## config.mk

```make
export PLATFORM = sky130hd
export DESIGN_NAME = id_operand_stage
export DESIGN_NICKNAME = d
export VERILOG_FILES = /design/src/rtl/minirv_pkg.sv /design/src/rtl/id_hazard_unit.sv /design/src/rtl/id_operand_stage.sv
export SDC_FILE = /design/constraint.sdc
export NUM_CORES = 1
export LEC_CHECK = 0
export ABC_AREA = 1
export ABC_CLOCK_PERIOD_IN_PS = 2050
export BUFFER_PORTS_ARGS = -buffer_cell sky130_fd_sc_hd__buf_4
export CAP_MARGIN = 20
export CORE_MARGIN = 2
export CORE_UTILIZATION = 47
export CTS_CLUSTER_DIAMETER = 40
export DETAILED_ROUTE_END_ITERATION = 12
export PLACE_DENSITY = 0.81
export SETUP_SLACK_MARGIN = 0.02
export SYNTH_ARGS = -nofsm -noshare
export SYNTH_HDL_FRONTEND = slang
export SYNTH_SLANG_ARGS = --single-unit
```

## constraint.sdc

```tcl
create_clock -name clk -period 2.05 [get_ports clk]
set_clock_uncertainty 0.1 [all_clocks]
set_input_delay 0.1025 -clock clk [delete_from_list [all_inputs] [get_ports clk]]
set_output_delay 0.1025 -clock clk [all_outputs]
set_load 0.03 [all_outputs]
```

## src/rtl/minirv_pkg.sv

```systemverilog
// Shared Mini-RISC-V constants, opcode map, ID/EX payload type and field helpers.
package minirv_pkg;

  localparam int unsigned XLEN   = 32;
  localparam int unsigned NREG_W = 5;
  localparam int unsigned ILEN   = 32;
  localparam int unsigned OPC_W  = 7;

  localparam logic [OPC_W-1:0] OP     = 7'b0110011;
  localparam logic [OPC_W-1:0] OP_IMM = 7'b0010011;
  localparam logic [OPC_W-1:0] LOAD   = 7'b0000011;
  localparam logic [OPC_W-1:0] STORE  = 7'b0100011;
  localparam logic [OPC_W-1:0] BRANCH = 7'b1100011;
  localparam logic [OPC_W-1:0] LUI    = 7'b0110111;
  localparam logic [OPC_W-1:0] AUIPC  = 7'b0010111;
  localparam logic [OPC_W-1:0] JAL    = 7'b1101111;
  localparam logic [OPC_W-1:0] JALR   = 7'b1100111;

  localparam logic [ILEN-1:0] NOP = 32'h0000_0013;

  // Which register fields an opcode actually reads or writes.
  typedef struct packed {
    logic uses_rs1;
    logic uses_rs2;
    logic writes_rd;
  } reg_use_t;

  // Contents of the ID/EX pipeline register.
  typedef struct packed {
    logic [ILEN-1:0]   instr;
    logic [XLEN-1:0]   pc;
    logic [XLEN-1:0]   rs1_val;
    logic [XLEN-1:0]   rs2_val;
    logic [NREG_W-1:0] rd;
  } idex_t;

  function automatic logic [OPC_W-1:0] get_opcode(input logic [ILEN-1:0] instr);
    return instr[6:0];
  endfunction

  function automatic logic [NREG_W-1:0] get_rs1(input logic [ILEN-1:0] instr);
    return instr[19:15];
  endfunction

  function automatic logic [NREG_W-1:0] get_rs2(input logic [ILEN-1:0] instr);
    return instr[24:20];
  endfunction

  function automatic logic [NREG_W-1:0] get_rd(input logic [ILEN-1:0] instr);
    return instr[11:7];
  endfunction

  function automatic reg_use_t decode_use(input logic [OPC_W-1:0] opcode);
    reg_use_t u;
    u.uses_rs1  = !(opcode inside {LUI, AUIPC, JAL});
    u.uses_rs2  = opcode inside {OP, STORE, BRANCH};
    u.writes_rd = !(opcode inside {STORE, BRANCH});
    return u;
  endfunction

endpackage

```

## src/rtl/id_hazard_unit.sv

```systemverilog
// Register-usage decode and ID stall generation (load-use, plus WB-write hazard
// when ID_WB_BYPASS_EN is not defined).
module id_hazard_unit
  import minirv_pkg::*;
(
  input  logic              if_valid,
  input  logic [OPC_W-1:0]  if_opcode,
  input  logic [NREG_W-1:0] if_rs1,
  input  logic [NREG_W-1:0] if_rs2,
  input  logic              ex_valid,
  input  logic [OPC_W-1:0]  ex_opcode,
  input  logic [NREG_W-1:0] ex_rd,
  input  logic              wb_regwrite,
  input  logic [NREG_W-1:0] wb_adr_rd,
  output logic              uses_rs1_c,
  output logic              uses_rs2_c,
  output logic              writes_rd_c,
  output logic              wb_hit1_c,
  output logic              wb_hit2_c,
  output logic              stall_c
);

  reg_use_t use_c;
  logic     luse_c;
  logic     wb_haz_c;

  assign use_c       = decode_use(if_opcode);
  assign uses_rs1_c  = use_c.uses_rs1;
  assign uses_rs2_c  = use_c.uses_rs2;
  assign writes_rd_c = use_c.writes_rd;

  // WB destination matches a source field; x0 is never a real producer.
  assign wb_hit1_c = wb_regwrite && (wb_adr_rd != '0) && (wb_adr_rd == if_rs1);
  assign wb_hit2_c = wb_regwrite && (wb_adr_rd != '0) && (wb_adr_rd == if_rs2);

  assign luse_c = ex_valid && (ex_opcode == LOAD) && (ex_rd != '0) &&
                  ((uses_rs1_c && (if_rs1 == ex_rd)) ||
                   (uses_rs2_c && (if_rs2 == ex_rd)));

`ifdef ID_WB_BYPASS_EN
  assign wb_haz_c = 1'b0;
`else
  // Without the bypass mux, wait one cycle so the regfile write lands first.
  assign wb_haz_c = (uses_rs1_c && wb_hit1_c) || (uses_rs2_c && wb_hit2_c);
`endif

  assign stall_c = if_valid && (luse_c || wb_haz_c);

endmodule

```

## src/rtl/id_operand_stage.sv

```systemverilog
// Decode/operand-fetch stage: regfile read, hazard stall, ID/EX register.
// Optional WB-to-ID bypass mux enabled by ID_WB_BYPASS_EN.
module id_operand_stage
  import minirv_pkg::*;
(
  input  logic              clk,
  input  logic              rst_n,
  input  logic              if_valid,
  output logic              if_ready,
  input  logic [ILEN-1:0]   if_instr,
  input  logic [XLEN-1:0]   if_pc,
  output logic [NREG_W-1:0] adr_rs1,
  output logic [NREG_W-1:0] adr_rs2,
  input  logic [XLEN-1:0]   dout_rs1,
  input  logic [XLEN-1:0]   dout_rs2,
  input  logic              wb_regwrite,
  input  logic [NREG_W-1:0] wb_adr_rd,
  input  logic [XLEN-1:0]   wb_din_rd,
  input  logic              flush,
  output logic              ex_valid,
  input  logic              ex_ready,
  output logic [ILEN-1:0]   ex_instr,
  output logic [XLEN-1:0]   ex_pc,
  output logic [XLEN-1:0]   ex_rs1_val,
  output logic [XLEN-1:0]   ex_rs2_val,
  output logic [NREG_W-1:0] ex_rd
);

  idex_t             ex_q;
  logic              ex_valid_q;
  logic              uses_rs1_c;
  logic              uses_rs2_c;
  logic              writes_rd_c;
  logic              wb_hit1_c;
  logic              wb_hit2_c;
  logic              stall_c;
  logic              accept_c;
  logic [XLEN-1:0]   rs1_val_c;
  logic [XLEN-1:0]   rs2_val_c;
  logic [NREG_W-1:0] rd_c;

  assign adr_rs1 = get_rs1(if_instr);
  assign adr_rs2 = get_rs2(if_instr);

  id_hazard_unit u_hazard (
    .if_valid    (if_valid),
    .if_opcode   (get_opcode(if_instr)),
    .if_rs1      (adr_rs1),
    .if_rs2      (adr_rs2),
    .ex_valid    (ex_valid_q),
    .ex_opcode   (get_opcode(ex_q.instr)),
    .ex_rd       (ex_q.rd),
    .wb_regwrite (wb_regwrite),
    .wb_adr_rd   (wb_adr_rd),
    .uses_rs1_c  (uses_rs1_c),
    .uses_rs2_c  (uses_rs2_c),
    .writes_rd_c (writes_rd_c),
    .wb_hit1_c   (wb_hit1_c),
    .wb_hit2_c   (wb_hit2_c),
    .stall_c     (stall_c)
  );

  assign if_ready = (!ex_valid_q || ex_ready) && !stall_c && !flush;
  assign accept_c = if_valid && if_ready;

  // Operand select; x0 is forced to zero regardless of what WB presents.
  always_comb begin
    rs1_val_c = dout_rs1;
    rs2_val_c = dout_rs2;
`ifdef ID_WB_BYPASS_EN
    if (wb_hit1_c) rs1_val_c = wb_din_rd;
    if (wb_hit2_c) rs2_val_c = wb_din_rd;
`endif
    if (adr_rs1 == '0) rs1_val_c = '0;
    if (adr_rs2 == '0) rs2_val_c = '0;
  end

`ifndef ID_WB_BYPASS_EN
  logic unused_wb;
  assign unused_wb = ^{wb_din_rd, wb_hit1_c, wb_hit2_c, uses_rs1_c, uses_rs2_c};
`else
  logic unused_use;
  assign unused_use = ^{uses_rs1_c, uses_rs2_c};
`endif

  assign rd_c = writes_rd_c ? get_rd(if_instr) : '0;

  // ID/EX register: flush wins, then accept, then drain into a bubble.
  always_ff @(posedge clk or negedge rst_n) begin
    if (!rst_n) begin
      ex_valid_q <= 1'b0;
      ex_q       <= '{instr: NOP, pc: '0, rs1_val: '0, rs2_val: '0, rd: '0};
    end else if (flush) begin
      ex_valid_q <= 1'b0;
    end else if (accept_c) begin
      ex_valid_q <= 1'b1;
      ex_q       <= '{instr: if_instr, pc: if_pc, rs1_val: rs1_val_c,
                      rs2_val: rs2_val_c, rd: rd_c};
    end else if (ex_ready) begin
      ex_valid_q <= 1'b0;
    end
  end

  assign ex_valid   = ex_valid_q;
  assign ex_instr   = ex_q.instr;
  assign ex_pc      = ex_q.pc;
  assign ex_rs1_val = ex_q.rs1_val;
  assign ex_rs2_val = ex_q.rs2_val;
  assign ex_rd      = ex_q.rd;

endmodule

```

==> flow_summary_export.csv, run 1 <==
group,metric,value,unit
critical_path,critPathKind,"reg -> out",
routing,ant_nets,0,
sta,slew_headroom,62.4,%
synth,synth-xor-area-share,2.52,%
cts,clk_transition_reported_paths,0.06,ns
floorplan,rows,43,
critical_path,start_kind,"flop",
routing,route.detailed.drc,0,
job,max-cap-violations,0,
cts,htreeDepth,4,
outcome,status,"complete, but fails checks",
layout,nets,1416,
synth,synth_adder_area_share,0,%
critical_path,required,1.85,ns
synth,synth.avg_cell_area,7.92,um2
placed_design,pre_cts_ws,-0.0776,ns
outcome,violations,"setup timing",
synth,yosysWarnings,0,
synth,syn_nets,1003,
min_path,worstHoldPathType,"in -> reg",
floorplan,start_util,47.9,%
synth,synth_cell_types,26,
layout,layout_common_cells,"349 x nand2_1, 309 x buf_4, 134 x nand4_1",
cts,clock_path_buffers,2,
critical_path,cpPeakStageDelay,0.46,ns
cts,cts.sinks,134,
routing,drtIter0Drc,904,
sta,finalSetupViolations,101,
placed_design,numPortBuffers,283,
cts,clk_latency,0.42,ns
synth,netlist_area,0.00659,mm2
synth,synthSimpleGateAreaFrac,35.4,%
layout,final_common_cell,"nand2_1",
floorplan,fp.dieW,122,um
synth,synth_compound_area_share,0.626,%
sta,whs,0.0664,ns
cts,numCtsBuffers,17,
layout,post_route_cells_drive_above_1_share,31.2,%
synth,ys_ff_latch,134,
layout,diodes,0,
routing,vias_per_cell,5.58,
global_route,grt-ovfl-total,0,
synth,ys_seq_area_share,50.9,%
layout,syn_to_final_growth,70.4,%
critical_path,critPathMaxFanout,4,
cts,cts_tree,"built",
cts,clockRootBuffer,"clkbuf_16",
floorplan,die_height,122,um
sta,period_share,110,%
critical_path,worstPathArrival,2.06,ns
global_route,grt_pass1_wl,39400,um
critical_path,crit_slowest_cell,"dfrtp_1",
global_route,grt_usage,34.1,%
routing,wl_per_cell,19.3,um
sta,max_freq,0.442,GHz
floorplan,die-area,0.0150,mm2
routing,via_count,8022,
synth,synth_top_family_by_area,"simple AND/OR/NAND/NOR gates",
global_route,antenna_found_initial,0,
power_and_ir_drop,powerDensity,882,mW/mm2
routing,wl,27800,um
floorplan,fp.coreArea,0.0138,mm2
global_route,grt_start_max_net_pins,68,
sta,finalMaxSlewViolations,0,
sta,postLayoutSetupSlackWorst,-0.213,ns
floorplan,ios,316,
critical_path,crit_chain,"xnor2_1, nand2_1, nor2_2, nand2_2, a21oi_4, nor2_4, o21a_1, buf_6",
critical_path,cp-end-kind,"output port",
routing,drt_pass1_iterations,6,
placed_design,gp_congestion,0.864,
placed_design,hpwl,13900,um
synth,syn_inst,832,
power_and_ir_drop,leakagePower,6.26,nW
global_route,grt_pass1_vias,7805,
sta,rsz0062_at_grt,"true",
sta,final_hold_viol_count,0,
sta,fin_crit,2.26,ns
sta,worst_pin_slew,0.563,ns
synth,muxShareOfSynthArea,0,%
power_and_ir_drop,vdd_ir_drop_max,0.000663,V
final cells by class:
type / instances / area, um2
Multi-Input combinational cell: 547 / 2620
Tap cell: 180 / 225
Inverter: 79 / 297
Clock inverter: 14 / 196
Sequential cell: 134 / 3360
Fill cell: 768 / 2540
Timing Repair Buffer: 466 / 4100
Clock buffer: 18 / 429
cells by family (layout without fill, tap and decap cells):
logic type	count (synthesis)	in the layout
simple gates	521	522
flops	134	134
xor+xnor	19	19
compound gates	6	6
buf+inv	152	577
path summary, 6_finish.rpt:
check	start	endpoint	slack (ns)	cells past startpoint
worst max register to register	ex_rd[3]	ex_instr[21]	-0.08	11
worst max-delay path	ex_rd[3]	if_ready	-0.21	8
min in group asynchronous	rst_n	ex_instr[29]	0.13	2
max in group asynchronous	rst_n	ex_rs1_val[17]	0.98	3
worst min register to register	ex_rs2_val[11]	ex_rs2_val[11]	0.38	2
worst min-delay path	if_valid	ex_rs1_val[7]	0.07	3
sequential cells by signal, indices dropped and copies added (netlist names):
name and count:
ex_rs1_val 32, ex_instr 32, ex_pc 32, ex_valid 1, ex_rd 5, ex_rs2_val 32
worst max-delay path: cells and delay by family (launching register included):
kind	cells	cell delay [ns]
flip-flops	1	0.46
AND/OR/NAND/NOR	4	0.42
AO/OA/AOI/OAI	2	0.36
XOR/XNOR	1	0.25
buffers and inverters	1	0.14
layer usage:
layer	global-route usage [%]	routed length (um)
met5	0	0
met4	22.7	1860
met3	9.06	2830
met2	56.6	13400
met1	38.7	9680
synth_stat cells:
cell,number,share of area [%]
nand4_1,134,13
nor2_4,1,0.17
a21boi_0,1,0.11
xor2_1,8,1.1
nor2_1,14,0.80
buf_6,8,1.4
dfrtp_1,131,50
clkbuf_1,25,1.4
nand4_4,1,0.32
nand3_1,5,0.38
buf_4,10,1.1
nand2_1,358,20
inv_2,1,0.057
a21oi_2,1,0.13
o21bai_1,1,0.11
xnor2_1,11,1.5
o21ai_1,1,0.076
inv_1,78,4.4
nor3_1,6,0.46
a21oi_1,1,0.076
o21a_1,1,0.11
buf_2,19,1.4
nand3b_1,1,0.11
and3_1,1,0.095
dfstp_2,3,1.2
buf_1,11,0.63
per-stage QoR:
step                std cells  total power [mW]  TNS [ns]  area (um2)  util, %
detailed placement       1252              6.20     -1.63        8890     64.6
CTS                      1420              9.70    -0.137       10900     79.1
floorplan                 832              4.92         0        6590        -
finish                   1438              9.92     -2.73       11200     81.6
global placement         1252              6.14    -0.136        8890     64.6
global route             1438              10.3     -6.73       11200     81.6
what timing repair did:
action                                 CTS  global route
setup buffers                            4            10
gates cloned                             1             8
gates resized for setup                  6            29
endpoints found under the hold margin  199             0
setup endpoints to repair              117           135
pin swaps                                2            10
hold buffers                           131             0
where the power goes:
group | leakage (nW) | switching (mW) | internal, mW
clock | 0.298 | 1.23 | 2.05
combinational | 4.31 | 1.94 | 1.31
sequential | 1.65 | 0.309 | 3.08
total | 6.26 | 3.47 | 6.44
(Power assumes the default switching activity.)
==> run 2: changes to the inputs <==
- CORE_AREA: unset -> 2 2 124 126
- CORE_MARGIN: 2 -> unset
- CORE_UTILIZATION: 47 -> unset
- CTS_BUF_LIST: unset -> sky130_fd_sc_hd__clkbuf_8
- DIE_AREA: unset -> 0 0 126 128
- PLACE_DENSITY: 0.81 -> 0.78
==> run 2 against run 1 <==
Compared with the run above:
- the run still ends with setup timing left
- setup slack gained 0.028 ns
- first-iteration DRC count fell by 25%
- count of clock-buffer cells in the layout grew 2
- non-clock buffer count up 13
==> flow_summary_export.csv, run 2 (synthesized netlist as in run 1, its figures left out) <==
group,metric,value,unit
floorplan,die-area,0.0161,mm2
placed_design,dpl.cell_count,1255,
global_route,grt_pass1_wl,38000,um
cts,clk_transition_reported_paths,0.09,ns
critical_path,required,2.33,ns
cts,clock_path_buffers,2,
global_route,grt_pass1_vias,7575,
critical_path,cp-end-kind,"flop",
layout,post_route_cells_drive_above_1_share,37.2,%
routing,via_count,8134,
layout,fillers,854,
global_route,grt_start_max_net_pins,75,
layout,post-route-util,79.0,%
layout,nets,1428,
layout,final_cells,1459,
job,max-cap-violations,0,
sta,final_hold_viol_count,0,
cts,htreeDepth,4,
critical_path,r2r_start,"ex_instr[0]",
routing,wl,29000,um
global_route,antenna_found_initial,1,
floorplan,die_height,128,um
routing,drt_pass1_iterations,5,
min_path,worstHoldPathType,"in -> async",
power_and_ir_drop,leakagePower,6.45,nW
outcome,violations,"setup timing",
sta,fin_crit,2.23,ns
sta,finalSetupViolations,132,
critical_path,worstPathArrival,2.52,ns
placed_design,numPortBuffers,283,
critical_path,critPathKind,"reg -> reg",
routing,drtIter0Drc,679,
floorplan,ios,316,
floorplan,fp.dieW,126,um
sta,finalMaxSlewViolations,0,
routing,wl_per_cell,19.9,um
routing,route.detailed.drc,0,
floorplan,rows,45,
sta,whs,0.129,ns
sta,slew_headroom,32.5,%
cts,clockRootBuffer,"clkbuf_8",
critical_path,critPathMaxFanout,7,
global_route,grt-ovfl-total,0,
layout,multi_input_area,0.00282,mm2
critical_path,start_kind,"flop",
power_and_ir_drop,powerDensity,804,mW/mm2
sta,fin_tns_setup,-8.57,ns
sta,rsz0062_at_grt,"true",
layout,final_area,0.0117,mm2
placed_design,place_area,0.00889,mm2
global_route,grt_usage,29.5,%
cts,cts_tree,"built",
layout,syn_to_final_growth,78.2,%
sta,postLayoutSetupSlackWorst,-0.185,ns
placed_design,gp_congestion,0.827,
cts,clk_latency,0.45,ns
placed_design,hpwl,13300,um
power_and_ir_drop,vdd_ir_drop_max,0.000460,V
sta,period_share,109,%
layout,regArea,0.00336,mm2
floorplan,fp.coreArea,0.0149,mm2
layout,final_common_cell,"buf_4",
critical_path,reg2regPathDepth,14,
layout,layout_common_cells,"298 x buf_4, 281 x nand2_1, 134 x nand4_1",
routing,vias_per_cell,5.58,
cts,cts.sinks,134,
routing,ant_nets,0,
critical_path,critPathLaunch,"ex_instr[0]",
sta,worst_pin_slew,1.01,ns
outcome,status,"complete, but fails checks",
sta,max_freq,0.447,GHz
floorplan,start_util,44.4,%
cts,numCtsBuffers,17,
run 2: changes by cell type in the layout (fill, tap and decap cells not counted), sizes merged, moves of 2 or more:
cell / previous run / this run
clkinvlp: 3 / 1
buf: 330 / 328
clkbuf: 23 / 38
dlygate4sd3: 131 / 133
run 2: repair_timing:
action / CTS / global route
hold buffers: 133 / 0
gates resized for setup: 4 / 119
setup buffers: 6 / 7
cloned: 0 / 25
pin swaps: 2 / 39
endpoints found under the setup margin: 46 / 135
hold endpoints to repair: 268 / 0
run 2: worst max-delay path, stage by stage, from the launching register on:
cell       delay [ns]
dfstp_2          0.55
nand2_2          0.05
nor3_2           0.11
and3_1           0.18
nand2_2          0.08
buf_4            0.14
buf_6            0.10
inv_2            0.05
nand2_2          0.07
nand4_4          0.14
buf_12           0.17
buf_12           0.12
clkbuf_16        0.15
nand2_2          0.05
nand2_1          0.08
run 2: layer usage:
metal / vias up / GRT usage [%] / wire (um)
li1: 3527 / - / -
met1: 3865 / 34.4 / 10500
met2: 598 / 49.7 / 14400
met3: 144 / 8.60 / 2600
met4: 0 / 14.9 / 1590
met5: - / 0 / 0
run 2: layout make-up:
cell class	count	share of cell area, %
flip-flops and latches	134	28.6
clock inverters	12	1.68
inverters	79	2.52
multi-input cells	546	24.0
clock buffers	20	2.34
well taps	188	2.00
diodes	1	0.0213
repair buffers	479	38.8
run 2: per-stage QoR:
stage                     setup WS, ns  total power, mW
after floorplan                  0.171             4.92
after global placement        -0.00608             6.13
after detailed placement       -0.0266             6.17
after CTS                       -0.157             9.01
after global routing            -0.252             9.81
final                           -0.185             9.44
run 2: worst paths after layout:
path                                  endpoint  slack (ns)
max in group asynchronous         ex_instr[18]        0.34
min in group clk                      ex_rd[2]        0.21
worst min-delay path                 ex_pc[11]        0.13
worst max-delay path            ex_rs1_val[21]       -0.18
worst max register to register  ex_rs1_val[21]       -0.18
worst min register to register    ex_instr[18]        0.39
run 2: report_power, final:
group	leakage (nW)	switching, mW	internal (mW)
sequential	1.65	0.345	3.08
clock	0.241	1.08	1.55
combinational	4.56	1.97	1.41
==> run 3: changes to the inputs <==
- CAP_MARGIN: 20 -> unset
- CORE_AREA: 2 2 124 126 -> unset
- CORE_MARGIN: unset -> 2
- CORE_UTILIZATION: unset -> 47
- CTS_BUF_LIST: sky130_fd_sc_hd__clkbuf_8 -> sky130_fd_sc_hd__clkbuf_16
- DIE_AREA: 0 0 126 128 -> unset
- PLACE_DENSITY: 0.78 -> 0.81
==> run 3 against run 2 <==
Compared with the run above:
- critical path depth fell by 6
- count of clock-buffer cells in the layout fell by 3
- first-iteration DRC count rose by 33%
- critical path type is now reg -> out
- sequential cell count did not move
- the flow still finishes with violations (setup timing)
- die area fell by 7.1%
- cell area fell by 4.3%
- hold slack got worse by 0.064 ns
==> flow_summary_export.csv, run 3 (synthesized netlist as in run 1, its figures left out) <==
group,metric,value,unit
layout,syn_to_final_growth,70.4,%
critical_path,critPathKind,"reg -> out",
critical_path,worst-r2r-setup-slack,-0.08,ns
sta,slew_headroom,62.4,%
routing,dr.max_layer_used,"met4",
routing,wl_met3,2810,um
floorplan,rows,43,
routing,wl_per_cell,19.4,um
global_route,grt_pass1_vias,7805,
floorplan,die-area,0.0150,mm2
job,max-cap-violations,0,
power_and_ir_drop,combPwrFrac,32.8,%
power_and_ir_drop,intPower,6.44,mW
routing,via_count,8016,
routing,vias_per_cell,5.57,
placed_design,numPortBuffers,283,
sta,fin_crit,2.27,ns
routing,route.detailed.drc,0,
sta,final_hold_viol_count,0,
sta,postLayoutSetupSlackWorst,-0.220,ns
routing,wl,27800,um
placed_design,pre_cts_ws,-0.0776,ns
critical_path,worstPathArrival,2.07,ns
cts,numCtsBuffers,17,
cts,clk_transition_reported_paths,0.06,ns
cts,clk_latency,0.42,ns
sta,worst_pin_slew,0.564,ns
floorplan,start_util,47.9,%
cts,clock_path_buffers,2,
routing,wl_met2,13400,um
placed_design,gp_congestion,0.864,
critical_path,start_kind,"flop",
power_and_ir_drop,powerDensity,882,mW/mm2
critical_path,critPathMaxFanout,4,
routing,ant_nets,0,
floorplan,fp.coreArea,0.0138,mm2
layout,nets,1416,
sta,max_freq,0.441,GHz
placed_design,place_area,0.00889,mm2
power_and_ir_drop,power,9.91,mW
layout,final_common_cell,"nand2_1",
sta,whs,0.0644,ns
critical_path,r2r_start,"ex_rd[3]",
outcome,violations,"setup timing",
power_and_ir_drop,switching_share,35.0,%
layout,final_cells,1438,
global_route,grt_usage,34.1,%
global_route,grt_start_max_net_pins,68,
cts,cts.sinks,134,
sta,rsz0062_at_grt,"true",
power_and_ir_drop,switchingPower,3.47,mW
routing,wl_met1,9740,um
placed_design,hpwl,13900,um
layout,fillers,768,
global_route,grt-ovfl-total,0,
sta,period_share,111,%
placed_design,dpl.cell_count,1252,
critical_path,required,1.85,ns
routing,drt_pass1_iterations,6,
outcome,status,"complete, but fails checks",
critical_path,critPathLaunch,"ex_rd[3]",
sta,finalMaxSlewViolations,0,
critical_path,cp-end-kind,"output port",
sta,finalSetupViolations,100,
critical_path,cpPeakStageDelay,0.46,ns
power_and_ir_drop,leakagePower,6.26,nW
critical_path,crit_chain,"xnor2_1, nand2_1, nor2_2, nand2_2, a21oi_4, nor2_4, o21a_1, buf_6",
global_route,grt_pass1_wl,39400,um
power_and_ir_drop,pwr-share-seq,34.2,%
critical_path,crit_slowest_cell,"dfrtp_1",
layout,layout_common_cells,"349 x nand2_1, 309 x buf_4, 134 x nand4_1",
cts,clockRootBuffer,"clkbuf_16",
power_and_ir_drop,vdd_ir_drop_max,0.000663,V
cts,htreeDepth,4,
power_and_ir_drop,clock_power_share,33.0,%
floorplan,fp.dieW,122,um
layout,diodes,0,
routing,drtIter0Drc,905,
floorplan,ios,316,
min_path,worstHoldPathType,"in -> reg",
min_path,min_from,"if_valid",
layout,final_area,0.0112,mm2
cts,cts_tree,"built",
global_route,antenna_found_initial,0,
layout,post_route_cells_drive_above_1_share,31.2,%
floorplan,die_height,122,um
[run 3: cell count changes in the layout (fill, tap and decap cells not counted), sizes merged, moves of 2 or more]
cell / delta
buf: +2
clkbuf: -16
inv: +2
clkinvlp: +2
dlygate4sd3: -2
[run 3: power by group through the flow]
stage	clock [mW]	combinational, mW	sequential [mW]
6_report	3.27	3.25	3.39
4_1_cts	3.30	3.04	3.36
3_3_place_gp	0	2.77	3.38
2_1_floorplan	0	0.698	4.22
5_1_grt	3.41	3.43	3.43
3_5_place_dp	0	2.81	3.39
[run 3: path summary, 6_finish.rpt]
path	to	cells after the start
worst max-delay path	if_ready	8
max in group asynchronous	ex_rs1_val[17]	3
min in group asynchronous	ex_instr[29]	2
worst min-delay path	ex_instr[20]	3
worst max register to register	ex_instr[21]	11
worst min register to register	ex_rs2_val[11]	2
[run 3: critical path, delay by kind of cell, from the launching register on]
kind                      cells  cell delay [ns]
AOI/OAI and AO/OA             2             0.37
xor gates and xnor gates      1             0.25
buffers and inverters         1             0.14
DFF                           1             0.46
and+or+nand+nor               4             0.42
[run 3: what timing repair did]
item,4_1_cts,5_1_grt
pin swaps,2,10
cloned,1,8
endpoints found under the hold margin,199,0
gates resized for setup,6,29
setup endpoints to repair,117,135
buffers inserted,4,10
hold buffers,131,0
[run 3: layout make-up]
class                      count  area [um2]  area share (%)
tap                          180         225            2.00
inverter                      79         297            2.64
timing repair buffer         466        4100            36.5
sequential                   134        3360            29.9
clock buffer                  17         425            3.79
clock inverter                15         200            1.78
multi-input combinational    547        2620            23.3
[run 3: metal layers]
layer | up-vias | track usage [%]
met4 | 0 | 22.7
met3 | 156 | 9.06
met2 | 617 | 56.6
met1 | 3742 | 38.7
met5 | - | 0
li1 | 3501 | -
[run 3: through the flow]
| stage | utilization, % | setup TNS (ns) |
|---|---|---|
| finish | 81.6 | -2.69 |
| detailed placement | 64.6 | -1.63 |
| floorplan | - | 0 |
| CTS | 79.1 | -0.137 |
| global placement | 64.6 | -0.136 |
| global route | 81.6 | -6.73 |
